--- config.mk ---
export PLATFORM = sky130hd
export DESIGN_NAME = psum_row_buffer
export DESIGN_NICKNAME = d
export VERILOG_FILES = /design/src/rtl/psum_pkg.sv /design/src/rtl/psum_row_ram.sv /design/src/rtl/psum_row_buffer.sv
export SDC_FILE = /design/constraint.sdc
export NUM_CORES = 2
export LEC_CHECK = 0
export BUFFER_PORTS_ARGS = -buffer_cell sky130_fd_sc_hd__buf_2
export CORE_AREA = 2 2 440 442
export CTS_CLUSTER_SIZE = 25
export DETAILED_ROUTE_END_ITERATION = 8
export DIE_AREA = 0 0 442 444
export HOLD_SLACK_MARGIN = 0.03
export PLACE_DENSITY = 0.54
export SYNTH_ARGS = -nofsm -noshare
export SYNTH_HDL_FRONTEND = slang
export SYNTH_SLANG_ARGS = --single-unit
--- constraint.sdc ---
create_clock -name clk -period 10.5 [get_ports clk]
set_clock_uncertainty 0.15 [all_clocks]
set_input_delay 0.525 -clock clk [delete_from_list [all_inputs] [get_ports clk]]
set_output_delay 0.525 -clock clk [all_outputs]
set_load 0.02 [all_outputs]
--- src/rtl/psum_pkg.sv ---
// Shared definitions for the partial-sum row buffer.
package psum_pkg;

    localparam int PSUM_DATA_WIDTH  = 25;
    localparam int PSUM_MIN_ROW_LEN = 5;

    typedef enum logic [0:0] {
        PSUM_IDLE = 1'b0,
        PSUM_RUN  = 1'b1
    } psum_state_t;

    typedef logic signed [PSUM_DATA_WIDTH-1:0] psum_t;

endpackage

--- src/rtl/psum_row_ram.sv ---
// Simple dual-port psum storage: one write port and one registered read port.
// On a same-address read/write in one cycle the read returns the old word.
module psum_row_ram
    import psum_pkg::*;
#(
    parameter int DATA_WIDTH = PSUM_DATA_WIDTH,
    parameter int DEPTH      = 64,
    parameter int ADDR_WIDTH = $clog2(DEPTH)
) (
    input  logic                  clk,
    input  logic                  rst_n,
    input  logic                  we,
    input  logic [ADDR_WIDTH-1:0] waddr,
    input  logic [DATA_WIDTH-1:0] wdata,
    input  logic                  re,
    input  logic [ADDR_WIDTH-1:0] raddr,
    output logic [DATA_WIDTH-1:0] rdata
);

    logic [DATA_WIDTH-1:0] mem_r [DEPTH];
    logic [DATA_WIDTH-1:0] rdata_r;

    // Write port; storage contents are intentionally left unreset
    always_ff @(posedge clk) begin
        if (we) begin
            mem_r[waddr] <= wdata;
        end
    end

    // Registered read; non-blocking ordering yields the pre-write word on collision
    always_ff @(posedge clk or negedge rst_n) begin
        if (!rst_n) begin
            rdata_r <= '0;
        end else if (re) begin
            rdata_r <= mem_r[raddr];
        end
    end

    assign rdata = rdata_r;

endmodule

--- src/rtl/psum_row_buffer.sv ---
// Partial-sum row buffer: feeds stored psums to the adder tree and captures
// its results, accumulating over cfg_num_pass passes. Pass 0 reads zero and
// the final pass streams results out on res_valid/res_data.
// Optional feature macro: PSUM_RELU_EN (ReLU applied to final-pass results).
module psum_row_buffer
    import psum_pkg::*;
#(
    parameter int DATA_WIDTH  = PSUM_DATA_WIDTH,
    parameter int DEPTH       = 64,
    parameter int ADDR_WIDTH  = $clog2(DEPTH),
    parameter int PASS_WIDTH  = 8,
    parameter int MIN_ROW_LEN = PSUM_MIN_ROW_LEN
) (
    input  logic                  clk,
    input  logic                  rst_n,
    input  logic [ADDR_WIDTH:0]   cfg_row_len,
    input  logic [PASS_WIDTH-1:0] cfg_num_pass,
    input  logic                  start,
    input  logic                  rd_en,
    output logic [DATA_WIDTH-1:0] fifo_data,
    input  logic                  sum_valid,
    input  logic [DATA_WIDTH-1:0] sum_data,
    output logic                  res_valid,
    output logic [DATA_WIDTH-1:0] res_data,
    output logic                  busy,
    output logic                  done,
    output logic                  err
);

    localparam logic [ADDR_WIDTH:0] ROW_MIN = (ADDR_WIDTH+1)'(MIN_ROW_LEN);
    localparam logic [ADDR_WIDTH:0] ROW_MAX = (ADDR_WIDTH+1)'(DEPTH);

    psum_state_t state_r, state_nxt_s;

    logic [ADDR_WIDTH:0]   row_len_r;
    logic [PASS_WIDTH-1:0] num_pass_r;
    logic [ADDR_WIDTH-1:0] rd_ptr_r, wr_ptr_r;
    logic [PASS_WIDTH-1:0] rd_pass_r, wr_pass_r;
    logic                  zero_sel_r;
    logic                  res_valid_r, done_r, err_r;
    logic [DATA_WIDTH-1:0] res_data_r;

    logic                  idle_s, run_s, cfg_ok_s, start_ok_s, start_bad_s;
    logic [ADDR_WIDTH:0]   row_last_s;
    logic [PASS_WIDTH-1:0] pass_last_s;
    logic [PASS_WIDTH:0]   rd_pass_ext_s, wr_pass_p1_s;
    logic                  rd_block_s, rd_go_s, rd_err_s, rd_wrap_s;
    logic                  wr_go_s, wr_err_s, wr_wrap_s, wr_final_s;
    logic                  ram_we_s, res_go_s, row_end_s, new_err_s;
    logic [DATA_WIDTH-1:0] ram_q_s, res_val_s;

    assign idle_s      = (state_r == PSUM_IDLE);
    assign run_s       = (state_r == PSUM_RUN);
    assign cfg_ok_s    = (cfg_row_len >= ROW_MIN) && (cfg_row_len <= ROW_MAX) &&
                         (cfg_num_pass != {PASS_WIDTH{1'b0}});
    assign start_ok_s  = start && idle_s && cfg_ok_s;
    assign start_bad_s = start && idle_s && !cfg_ok_s;

    assign row_last_s  = row_len_r - (ADDR_WIDTH+1)'(1);
    assign pass_last_s = num_pass_r - PASS_WIDTH'(1);

    // A read of pass p column c needs pass p-1 column c already written
    assign rd_pass_ext_s = {1'b0, rd_pass_r};
    assign wr_pass_p1_s  = {1'b0, wr_pass_r} + (PASS_WIDTH+1)'(1);
    assign rd_block_s    = !run_s || (rd_pass_r == num_pass_r) ||
                           (rd_pass_ext_s > wr_pass_p1_s) ||
                           ((rd_pass_ext_s == wr_pass_p1_s) && (rd_ptr_r >= wr_ptr_r));
    assign rd_go_s   = rd_en && !rd_block_s;
    assign rd_err_s  = rd_en && rd_block_s;
    assign rd_wrap_s = ({1'b0, rd_ptr_r} == row_last_s);

    assign wr_go_s    = sum_valid && run_s;
    assign wr_err_s   = sum_valid && idle_s;
    assign wr_wrap_s  = ({1'b0, wr_ptr_r} == row_last_s);
    assign wr_final_s = (wr_pass_r == pass_last_s);
    assign ram_we_s   = wr_go_s && !wr_final_s;
    assign res_go_s   = wr_go_s && wr_final_s;
    assign row_end_s  = res_go_s && wr_wrap_s;
    assign new_err_s  = start_bad_s || rd_err_s || wr_err_s;

`ifdef PSUM_RELU_EN
    assign res_val_s = sum_data[DATA_WIDTH-1] ? {DATA_WIDTH{1'b0}} : sum_data;
`else
    assign res_val_s = sum_data;
`endif

    psum_row_ram #(
        .DATA_WIDTH (DATA_WIDTH),
        .DEPTH      (DEPTH),
        .ADDR_WIDTH (ADDR_WIDTH)
    ) u_ram (
        .clk   (clk),
        .rst_n (rst_n),
        .we    (ram_we_s),
        .waddr (wr_ptr_r),
        .wdata (sum_data),
        .re    (rd_go_s),
        .raddr (rd_ptr_r),
        .rdata (ram_q_s)
    );

    // FSM next state: a legal start enters RUN, the last final-pass write leaves it
    always_comb begin
        state_nxt_s = state_r;
        case (state_r)
            PSUM_IDLE: begin
                if (start_ok_s) begin
                    state_nxt_s = PSUM_RUN;
                end else begin
                    state_nxt_s = PSUM_IDLE;
                end
            end
            PSUM_RUN: begin
                if (row_end_s) begin
                    state_nxt_s = PSUM_IDLE;
                end else begin
                    state_nxt_s = PSUM_RUN;
                end
            end
            default: state_nxt_s = PSUM_IDLE;
        endcase
    end

    // FSM state register
    always_ff @(posedge clk or negedge rst_n) begin
        if (!rst_n) begin
            state_r <= PSUM_IDLE;
        end else begin
            state_r <= state_nxt_s;
        end
    end

    // Row configuration, latched only on an accepted start
    always_ff @(posedge clk or negedge rst_n) begin
        if (!rst_n) begin
            row_len_r  <= '0;
            num_pass_r <= '0;
        end else if (start_ok_s) begin
            row_len_r  <= cfg_row_len;
            num_pass_r <= cfg_num_pass;
        end
    end

    // Read and write pointer/pass counters; each pass counter steps on its pointer wrap
    always_ff @(posedge clk or negedge rst_n) begin
        if (!rst_n) begin
            rd_ptr_r  <= '0;
            rd_pass_r <= '0;
            wr_ptr_r  <= '0;
            wr_pass_r <= '0;
        end else if (start_ok_s) begin
            rd_ptr_r  <= '0;
            rd_pass_r <= '0;
            wr_ptr_r  <= '0;
            wr_pass_r <= '0;
        end else begin
            if (rd_go_s) begin
                if (rd_wrap_s) begin
                    rd_ptr_r  <= '0;
                    rd_pass_r <= rd_pass_r + PASS_WIDTH'(1);
                end else begin
                    rd_ptr_r  <= rd_ptr_r + ADDR_WIDTH'(1);
                end
            end
            if (wr_go_s) begin
                if (wr_wrap_s) begin
                    wr_ptr_r  <= '0;
                    wr_pass_r <= wr_pass_r + PASS_WIDTH'(1);
                end else begin
                    wr_ptr_r  <= wr_ptr_r + ADDR_WIDTH'(1);
                end
            end
        end
    end

    // Output registers: result stream, done pulse, pass-0 zero select and sticky error
    always_ff @(posedge clk or negedge rst_n) begin
        if (!rst_n) begin
            res_valid_r <= 1'b0;
            res_data_r  <= '0;
            done_r      <= 1'b0;
            zero_sel_r  <= 1'b1;
            err_r       <= 1'b0;
        end else begin
            res_valid_r <= res_go_s;
            done_r      <= row_end_s;
            if (res_go_s) begin
                res_data_r <= res_val_s;
            end
            if (rd_go_s) begin
                zero_sel_r <= (rd_pass_r == {PASS_WIDTH{1'b0}});
            end
            if (start_ok_s) begin
                err_r <= new_err_s;
            end else begin
                err_r <= err_r | new_err_s;
            end
        end
    end

    // Zero select and RAM read register update together, so fifo_data holds between reads
    assign fifo_data = zero_sel_r ? {DATA_WIDTH{1'b0}} : ram_q_s;
    assign res_valid = res_valid_r;
    assign res_data  = res_data_r;
    assign done      = done_r;
    assign err       = err_r;
    assign busy      = run_s;

endmodule

==> summary.md <==
| Metric | Value |
|---|---|
| Outcome | `finished, final reports clean` |
| 1st-iter DRT viols | `3910` |
| Number of flops mapped to enable cells by yosys | `1600` |
| Clock Power Share | `30.2%` |
| Wire per inst | `30.2 um` |
| # setup viols final | `0` |
| DRT antenna net count | `0` |
| Largest net degree at the start of global routing | `97` |
| Initial antenna violation count | `15` |
| Post_cts resized | `0` |
| Peak VDD IR | `between 200 and 250 uV` |
| Placed cell area | `slightly above 0.07 mm^2` |
| Slowest CP cell | `a2111oi_0` |
| Share of layout cells above drive strength 1 | `25.0%` |
| Sum Neg Setup Slack | `0 ns` |
| Crit-path max FO | `94` |
| Post-synthesis sequential area ratio | `around three quarters` |
| Most frequent CP cell | `buf_12` |
| Pwr/cell area | `260 mW/mm^2` |
| Crit Path Class | `register to register` |
| Crit end category | `register` |
| Hold/Removal Path Class | `input port to async pin` |
| Drt first pass iters | `6` |
| Die H | `roughly 440 um` |
| Pre-CTS setup slack | `5.76 ns` |
| Max-slew violation count | `0` |
| Count of yosys warnings during synthesis | `0` |
| Vias in the first global route | `~34000` |
| Synth Cell Area | `0.0668 mm^2` |
| Max_cap viols | `0` |
| Clk_lat worst skew | `0.81 ns` |
| Period utilization | `46.2%` |
| Fillers | `17000` |
| CORE AREA | `between 0.15 and 0.2 mm^2` |
| Proportion of power drawn by combinational gates | `29.1%` |
| Max_slew headroom | `14.8%` |
| Mapped Cells | `3378` |
| Die area | `slightly below 0.2 mm^2` |
| Syn avg cell area | `19.8 um^2` |
| Clock Tree Root | `clkbuf_16` |
| Detailed placement HPWL | `104000 um` |
| Switching Power | `6510 uW` |
| DRC | `0` |
| Startpoint Class | `register` |
| Final worst path period need | `4.85 ns` |
| FF+latch count, synth | `roughly 1700` |
| Synth async-reset ratio | `5.77%` |
| CTS max path bufs | `3` |
| Switching portion of total power | `around 33%` |
| Die width | `442 um` |
| Final instance area | `0.0767 mm^2` |
| Leakage power | `0.0251 uW` |
| Clock Sinks | `about 1700` |
| Cell variety after synth | `64` |
| Htree depth | `4` |
| Syn nets | `between 3000 and 4000` |
| Placer Congestion | `0.789` |
| Final worst slack | `5.65 ns` |
| WL final | `190000 um` |
| Initial Util | `34.9%` |
| RSZ-0062 raised after global routing | `no` |
| Worst-path clk slew | `0.06 ns` |
| First-pass GRT wire length | `267000 um` |
| FMAX | `206 MHz` |
| CTS tree | `built` |
| CP cell instances | `buf_12 > buf_12 > ha_1 > a21oi_1 > o21ai_0 > a2111oi_0 > or2_2 > nand3_1 > a221o_1 > dlygate4sd3_1` |
| Ys flop type | `edfxtp_1` |
| Ports | `just under 100` |
| Total CTS buffers | `around 180` |
| Share of total power in sequential cells | `40.7%` |
| Port Buffer Count | `98` |
| Final Hold Fails | `0` |
| Slew @ Worst Pin | `1.25 ns` |
| CP arrival | `5.39 ns` |
| Area delta synth->final | `14.9%` |
| Cell-internal power | `13400 uW` |
| GRT Util Overall | `19.1%` |
| Grt ovf | `0` |
| Critical path's largest stage delay | `approximately 0.86 ns` |
| Routed via count | `34600` |
| # rows | `~160` |
| Nets | `3685` |
| WP data required | `11.04 ns` |
| Vias per std cell | `5.51` |
## per-stage QoR
| stage | instances | power (uW) | hold WS [ns] | util [%] |
|---|---|---|---|---|
| after floorplan | 3378 | 11700 | 0.0794 | - |
| after global placement | 5944 | 14000 | 0.310 | 37.1 |
| after detailed placement | 5949 | 14100 | 0.309 | 37.1 |
| after CTS | 6281 | 20100 | 0.0323 | 40.1 |
| after global routing | 6281 | 20600 | 0.120 | 40.1 |
| final | 6282 | 19900 | 0.0960 | 40.1 |
## routing by layer
| layer | vias up | wire [um] | global-route usage (%) |
|---|---|---|---|
| met1 | 18500 | 81800 | 27.2 |
| met2 | 1386 | 88200 | 29.7 |
| met3 | 285 | 13600 | 3.47 |
| li1 | 14400 | - | - |
| met4 | 12 | 5950 | 6.07 |
| met5 | - | 149 | 0.317 |
## cell usage in the layout, fill, tap and decap left out, types with 12 or more instances in the layout
cell              n
a221oi_1         44
nand2_1         108
clkbuf_1         37
o41ai_1          13
o211ai_1         29
nor3_2           64
a21oi_1          61
a211oi_1         18
xor2_1           21
dlygate4sd3_1    18
ha_1             22
clkinv_2         34
nand3_1          54
o21ai_0          51
xnor2_1          17
o221ai_1         22
clkinv_1         33
buf_2            98
clkbuf_16       181
o22ai_1          46
nor3_1           14
dfrtp_1          91
buf_4           142
mux4_2          293
mux2_2           36
a2111oi_0        20
edfxtp_1       1600
nor2b_1          34
nor2_1           52
mux2i_1         261
clkbuf_8         12
mux2_4           19
a22oi_1          19
nand2b_1         23
inv_1            16
## timing repair
action / 4_1_cts / 5_1_grt
hold endpoints to repair: 54 / 0
buffers inserted: 0 / 0
hold buffers: 18 / 0
## cells in the mapped netlist (20+ instances only)
cell / count / area (um^2)
ha_1: 22 / 275
o221ai_1: 22 / 193
edfxtp_1: 1600 / 48000
xor2_1: 21 / 184
clkbuf_1: 91 / 342
a2111oi_0: 29 / 254
nor2_1: 54 / 203
a21oi_1: 61 / 305
o21ai_0: 51 / 255
nand2_1: 109 / 409
mux4_2: 293 / 6600
o22ai_1: 46 / 288
a221oi_1: 44 / 385
nand2b_1: 23 / 144
nor2b_1: 38 / 238
mux2_2: 36 / 405
nand3_1: 55 / 275
buf_4: 28 / 210
mux2i_1: 261 / 2610
buf_2: 54 / 270
buf_1: 20 / 75.1
nor3_1: 78 / 390
dfrtp_1: 97 / 2430
o211ai_1: 29 / 218
## flip-flops by register name, indices dropped and copies added (netlist names)
register	flops
done	1
u_ram.rdata	25
res_data	25
rd_pass_r	8
num_pass_r	8
wr_ptr_r	6
busy	1
wr_pass_r	8
row_len_r	7
u_ram.mem_r	1600
zero_sel_r	1
rd_ptr_r	6
res_valid	1
err	1
## path summary, 6_finish.rpt
| path | startpoint | endpoint | slack, ns | depth (start not counted) |
|---|---|---|---|---|
| max in group asynchronous | rst_n | rd_ptr_r[3] | 8.42 | 3 |
| hold reg to reg | u_ram.rdata[10] | u_ram.rdata[10] | 0.33 | 1 |
| setup reg to reg | rd_ptr_r[1] | err | 5.65 | 10 |
| hold / removal | rst_n | num_pass_r[2] | 0.1 | 2 |
| min in group clk | sum_valid | wr_ptr_r[0] | 0.10 | 4 |
| setup / recovery | rd_ptr_r[1] | err | 5.65 | 10 |
## power groups by stage
stage          clock network, uW  logic (uW)  registers, uW
6_report                    6020        5790           8120
5_1_grt                     6380        6110           8140
4_1_cts                     6130        5820           8120
3_5_place_dp                   0        5800           8260
3_3_place_gp                   0        5750           8250
2_1_floorplan                  0        3690           8050
## final cells by class
cell class	count	area [um^2]	area share, %
inverter	18	67.6	0.0880
antenna	1	2.50	0.00326
multi-input combinational	1460	15600	20.4
clock buffer	230	4830	6.30
tap	2526	3160	4.12
timing repair buffer	265	1870	2.43
sequential	1698	50500	65.8
clock inverter	84	663	0.864
## logic make-up (layout without fill, tap and decap cells)
| family | Yosys count | in the layout | synth area share (%) |
|---|---|---|---|
| multiplexers | 609 | 609 | 14.8 |
| other | 0 | 1 | 0 |
| adder cells (fa/ha/maj) | 22 | 22 | 0.412 |
| AND/OR/NAND/NOR | 420 | 420 | 3.15 |
| buffers and inverters | 220 | 597 | 1.60 |
| AO/OA/AOI/OAI | 371 | 371 | 3.89 |
| XOR/XNOR | 38 | 38 | 0.498 |
| flip-flops | 1698 | 1698 | 75.6 |
## worst max-delay path: cells and delay by family (launching register included)
kind	cells	cell delay (ns)
flip-flops	1	0.61
AO/OA/AOI/OAI	4	1.44
buffers and inverters	3	1.48
AND/OR/NAND/NOR	2	0.46
adder cells (fa/ha/maj)	1	0.35
No activity file was read; power rests on OpenSTA's default activity.
